**src/rtl/fifo_rd_pkg.sv**
```systemverilog
// Shared constants and occupancy encoding for the FIFO stream reader.
// FIFO_RD_CNT_EN enables the delivered-word counter in the top.
package fifo_rd_pkg;

  localparam int DATA_W_DEF = 4;
  localparam int CNT_W      = 16;

  typedef enum logic [1:0] {
    OCC_EMPTY = 2'd0,
    OCC_ONE   = 2'd1,
    OCC_TWO   = 2'd2
  } occ_e;

endpackage

```
**src/rtl/fifo_stream_reader_if.sv**
```systemverilog
// FIFO pop side plus valid/ready stream side of the reader.
// The master modport is the reader; the slave modport is the FIFO and the downstream sink.
interface fifo_stream_reader_if
  import fifo_rd_pkg::*;
#(
  parameter int DATA_W = DATA_W_DEF
);

  logic              fifo_empty;
  logic              fifo_rd_en;
  logic [DATA_W-1:0] fifo_data;
  logic              m_valid;
  logic              m_ready;
  logic [DATA_W-1:0] m_data;

  modport master (
    input  fifo_empty, fifo_data, m_ready,
    output fifo_rd_en, m_valid, m_data
  );

  modport slave (
    output fifo_empty, fifo_data, m_ready,
    input  fifo_rd_en, m_valid, m_data
  );

endinterface

```
**src/rtl/fifo_rd_skid.sv**
```systemverilog
// Two-entry ordered buffer; a push lands one cycle later, the head is registered.
// Push into a full buffer is never issued by the caller; push with pop keeps occupancy.
module fifo_rd_skid
  import fifo_rd_pkg::*;
#(
  parameter int DATA_W = DATA_W_DEF
) (
  input  logic              clk,
  input  logic              rst,
  input  logic              push,
  input  logic [DATA_W-1:0] push_dat,
  input  logic              pop,
  output occ_e              occ,
  output logic [DATA_W-1:0] head_dat
);

  logic [DATA_W-1:0] tail_dat;

  always_ff @(posedge clk) begin
    if (rst) begin
      occ      <= OCC_EMPTY;
      head_dat <= '0;
      tail_dat <= '0;
    end else begin
      case ({push, pop})
        2'b10: begin
          case (occ)
            OCC_EMPTY: begin head_dat <= push_dat; occ <= OCC_ONE; end
            OCC_ONE:   begin tail_dat <= push_dat; occ <= OCC_TWO; end
            default:   ;
          endcase
        end
        2'b01: begin
          case (occ)
            OCC_ONE: occ <= OCC_EMPTY;
            OCC_TWO: begin head_dat <= tail_dat; occ <= OCC_ONE; end
            default: ;
          endcase
        end
        2'b11: begin
          // Head leaves while the new word joins behind whatever remains.
          case (occ)
            OCC_ONE: head_dat <= push_dat;
            OCC_TWO: begin head_dat <= tail_dat; tail_dat <= push_dat; end
            default: ;
          endcase
        end
        default: ;
      endcase
    end
  end

endmodule

```
**src/rtl/fifo_stream_reader.sv**
```systemverilog
// Sync-FIFO to valid/ready stream adapter, 2 cycles pop->m_valid, 1 word/cycle sustained.
// Pops only against buffer credit, so m_ready low stalls at two buffered words; FIFO_RD_CNT_EN adds rd_count.
module fifo_stream_reader
  import fifo_rd_pkg::*;
#(
  parameter int DATA_W = DATA_W_DEF
) (
  input  logic                 clk,
  input  logic                 rst,
  fifo_stream_reader_if.master bus
`ifdef FIFO_RD_CNT_EN
  ,
  output logic [CNT_W-1:0]     rd_count
`endif
);

  occ_e       occ;
  logic       inflight;
  logic       pop;
  logic       rd_en;
  logic [1:0] used;
  logic [1:0] avail;

  assign pop   = bus.m_valid && bus.m_ready;
  // Credit = avail - used; a same-cycle pop frees a slot for this cycle's request.
  assign used  = 2'(occ) + {1'b0, inflight};
  assign avail = 2'd2 + {1'b0, pop};
  assign rd_en = !rst && !bus.fifo_empty && (used < avail);

  assign bus.fifo_rd_en = rd_en;
  assign bus.m_valid    = (occ != OCC_EMPTY);

  always_ff @(posedge clk) begin
    if (rst) inflight <= 1'b0;
    else     inflight <= rd_en;
  end

  fifo_rd_skid #(.DATA_W(DATA_W)) u_skid (
    .clk      (clk),
    .rst      (rst),
    .push     (inflight),
    .push_dat (bus.fifo_data),
    .pop      (pop),
    .occ      (occ),
    .head_dat (bus.m_data)
  );

`ifdef FIFO_RD_CNT_EN
  always_ff @(posedge clk) begin
    if (rst)      rd_count <= '0;
    else if (pop) rd_count <= rd_count + CNT_W'(1);
  end
`endif

endmodule

```
**src/flat_wrapper.sv**
```systemverilog
// flat-port wrapper written by rule: the top's interface ports become plain ports
module fifo_stream_reader_flat import fifo_rd_pkg::*;
#(
  parameter int DATA_W = DATA_W_DEF
)
  (clk, rst, bus_fifo_empty, bus_fifo_data, bus_m_ready, bus_fifo_rd_en, bus_m_valid, bus_m_data);
  fifo_stream_reader_if #(.DATA_W(DATA_W)) bus_i ();
  input  logic clk;
  input  logic rst;
  input wire logic [$bits(bus_i.fifo_empty)-1:0] bus_fifo_empty;
  input wire logic [$bits(bus_i.fifo_data)-1:0] bus_fifo_data;
  input wire logic [$bits(bus_i.m_ready)-1:0] bus_m_ready;
  output wire logic [$bits(bus_i.fifo_rd_en)-1:0] bus_fifo_rd_en;
  output wire logic [$bits(bus_i.m_valid)-1:0] bus_m_valid;
  output wire logic [$bits(bus_i.m_data)-1:0] bus_m_data;
  assign bus_i.fifo_empty = bus_fifo_empty;
  assign bus_i.fifo_data = bus_fifo_data;
  assign bus_i.m_ready = bus_m_ready;
  assign bus_fifo_rd_en = bus_i.fifo_rd_en;
  assign bus_m_valid = bus_i.m_valid;
  assign bus_m_data = bus_i.m_data;
  fifo_stream_reader #(.DATA_W(DATA_W)) u_core (.clk(clk), .rst(rst), .bus(bus_i));
endmodule
```
**config.mk**
```make
export PLATFORM = sky130hd
export DESIGN_NAME = fifo_stream_reader_flat
export DESIGN_NICKNAME = d
export VERILOG_FILES = /design/src/rtl/fifo_rd_pkg.sv /design/src/rtl/fifo_stream_reader_if.sv /design/src/rtl/fifo_rd_skid.sv /design/src/rtl/fifo_stream_reader.sv /design/src/flat_wrapper.sv
export SDC_FILE = /design/constraint.sdc
export NUM_CORES = 1
export LEC_CHECK = 0
export ABC_CLOCK_PERIOD_IN_PS = 2400
export CORE_MARGIN = 5
export CORE_UTILIZATION = 49
export CTS_CLUSTER_DIAMETER = 60
export DETAILED_ROUTE_END_ITERATION = 8
export PLACE_DENSITY = 0.76
export SLEW_MARGIN = 20
export SYNTH_ARGS = -nofsm -noshare
export SYNTH_HDL_FRONTEND = slang
export SYNTH_SLANG_ARGS = --single-unit
```
**constraint.sdc**
```tcl
create_clock -name clk -period 2.4 [get_ports clk]
set_clock_uncertainty 0.1 [all_clocks]
set_input_delay 0.24 -clock clk [delete_from_list [all_inputs] [get_ports clk]]
set_output_delay 0.24 -clock clk [all_outputs]
set_load 0.005 [all_outputs]
```
==> metrics.md <==
| Metric | Value |
|---|---|
| Status | `finished clean` |
| I/O pin cnt | `14` |
| Fmax | `439 MHz` |
| Total Routed Length | `1.37 mm` |
| Gate Count Post-Synth | `70` |
| First-pass GRT wire length | `2.37 mm` |
| Initial cell density of the core | `0.537` |
| Drt drc | `0` |
| Vias per cell | `5.63` |
| Worst Setup End Kind | `output pin` |
| Ys Warns | `0` |
| Finished layout cell area | `906 um^2` |
| CTS Hold Bufs | `0` |
| Iter 0 DRT Violations | `1` |
| Post_cts resized | `2` |
| Critical path launch point type | `register` |
| Critical Path AT | `1.94 ns` |
| Nets | `102` |
| Max IR drop VDD | `0.396 mV` |
| Antenna diode count | `0` |
| Final count of pins violating max slew | `0` |
| Seq cells post-synth | `11` |
| Crit Path Category | `reg -> out` |
| Combinational share of power | `0.364` |
| Port buffer count | `13` |
| Sequential fraction of the synthesis area | `0.308` |
| Post-layout util | `0.679` |
| Chip Width | `48.2 um` |
| Clock H-tree levels | `1` |
| Total GRT Usage | `0.148` |
| Layout cells sized above 1 | `0.216` |
| Worst-Skew Late Latency | `0.27 ns` |
| Max-slew headroom | `0.715` |
| Cell-internal power | `0.371 mW` |
| Commonest cells after routing, fill and taps aside | `13 x clkdlybuf4s50_1, 9 x dfxtp_1, 8 x nor2_1` |
| Post-CTS Repair Setup Buffers | `0` |
| Largest net degree at the start of global routing | `13` |
| Switching part of the total | `0.300` |
| Clk sinks | `11` |
| CP required | `2.06 ns` |
| Synth unique cells | `28` |
| Num CTS Buffers | `3` |
| Tcrit/Tclk final | `0.950` |
| Die ar. | `0.00232 mm^2` |
| Clock transition at path regs | `0.07 ns` |
| Most common cell after layout, fill and taps aside | `clkdlybuf4s50_1` |
| DR WL/cell | `13.3 um` |
| Syn_nets | `83` |
| Total grt overflow | `0` |
| Clk network pwr share | `0.240` |
| Layout area overhead | `26.6%` |
| DRT antenna net count | `0` |
| Syn Area/Cell | `10.2 um^2` |
| Pwr dens | `585 mW/mm^2` |
| Row count | `13` |
| Clk root buf | `clkbuf_4` |
| Initial antenna violation count | `0` |
| Part of the power in registers | `0.397` |
| Final setup fails | `0` |
| Clock tree buffer depth | `2` |
| Die Ht | `48.2 um` |
| Final Hold Viols | `0` |
| Pre-antenna DRT Iters | `4` |
| Synthesized area | `716 um^2` |
| Max FO, Critical Path | `4` |
| Switch Pwr | `0.159 mW` |
| Max_cap viols | `0` |
| Hpwl dp | `1.01 mm` |
| Static Leakage | `0.371 nW` |
| DP Area | `867 um^2` |
| DR vias | `580` |
| HP Class | `reg -> reg` |
| Worst Max-Slew Pin Slew | `0.416 ns` |
| Min Tclk post-route | `2.28 ns` |
| Vias in the first global route | `540` |
| Gp weighted congestion | `0.760` |
| Core ar. | `0.00133 mm^2` |
| TritonCTS clock tree | `done` |
power by group through the flow:
stage | clock [mW] | sequential [mW] | combinational [mW]
2_1_floorplan | 0 | 0.214 | 0.125
3_3_place_gp | 0 | 0.214 | 0.188
3_5_place_dp | 0 | 0.214 | 0.190
4_1_cts | 0.130 | 0.211 | 0.193
5_1_grt | 0.139 | 0.213 | 0.211
6_report | 0.127 | 0.210 | 0.192
synthesized netlist by cell type (all sizes together):
master         n  area share
or2            1      0.0087
dlymetal6s2s   1       0.017
a21oi          1       0.012
inv            4       0.021
nor3b          4       0.042
mux2           1       0.021
mux2i          4       0.056
xnor2          1       0.012
or2b           1       0.010
a211oi         1       0.028
a31oi          1      0.0087
nand3b         1       0.010
a32oi          1       0.012
buf            1       0.010
a2111oi        4       0.049
nor2b          1       0.019
and2b          1       0.010
o21bai         4       0.042
o221ai         1       0.037
nor2           8       0.042
dfxtp         11        0.31
o21a           5       0.052
ha             5       0.087
o41ai          1       0.012
nand2b         2       0.031
nor3           3       0.021
and4bb         1       0.017
sequential cells by signal, indices dropped and copies added (netlist names):
name                    count
u_core.u_skid.tail_dat      4
u_core.u_skid.head_dat      4
u_core.inflight             1
u_core.u_skid.occ           2
worst max-delay path, cell delays in order (launching register included):
cell and delay, ns:
dfxtp_4 0.36, inv_1 0.08, ha_2 0.20, or2b_1 0.26
nor2_1 0.09, nor2_1 0.07, nor3_2 0.10, clkdlybuf4s50_1 0.51
final cells by class:
class / count / area, um^2
repair buffers: 16 / 153
multi-input cells: 53 / 468
flip-flops and latches: 11 / 225
clock buffers: 4 / 26.3
well taps: 15 / 18.8
inverters: 4 / 15.0
fillers: 117 / 428
final timing paths:
path              slack [ns]  cells past startpoint                       from                        end
setup / recovery        0.12                      7       u_core.u_skid.occ[1]             bus_fifo_rd_en
hold / removal          0.39                      2  u_core.u_skid.tail_dat[1]  u_core.u_skid.tail_dat[1]
setup reg to reg        0.52                      6       u_core.u_skid.occ[1]  u_core.u_skid.head_dat[3]
hold reg to reg         0.39                      2  u_core.u_skid.tail_dat[1]  u_core.u_skid.tail_dat[1]
cells by family (layout without fill, tap and decap cells):
group | count (synthesis) | after routing | synth area share
DFF | 11 | 11 | 0.308
muxes | 5 | 5 | 0.0769
buffers and inverters | 6 | 24 | 0.0489
and+or+nand+nor | 23 | 23 | 0.213
adders and majority gates | 5 | 5 | 0.0874
AOI/OAI and AO/OA | 19 | 19 | 0.254
xor gates and xnor gates | 1 | 1 | 0.0122
layer usage:
metal | track usage | vias to the layer above | routed length (um)
met5 | 0 | - | 0
met4 | 0.0645 | 0 | 26
met3 | 0.0480 | 5 | 83
met2 | 0.211 | 15 | 630
met1 | 0.202 | 265 | 630
li1 | - | 295 | -
metrics by stage:
stage               TNS (ns)  power (mW)  setup slack, ns  cells  hold WS, ns
floorplan                  0       0.339            0.668     70        0.216
global placement           0       0.402            0.285     99        0.376
detailed placement         0       0.404            0.268     99        0.384
CTS                        0       0.534           0.0345    103        0.401
global route         -0.0422       0.564          -0.0422    103        0.446
finish                     0       0.530            0.121    103        0.394
Note: power is estimated with default switching activity, not from simulation.
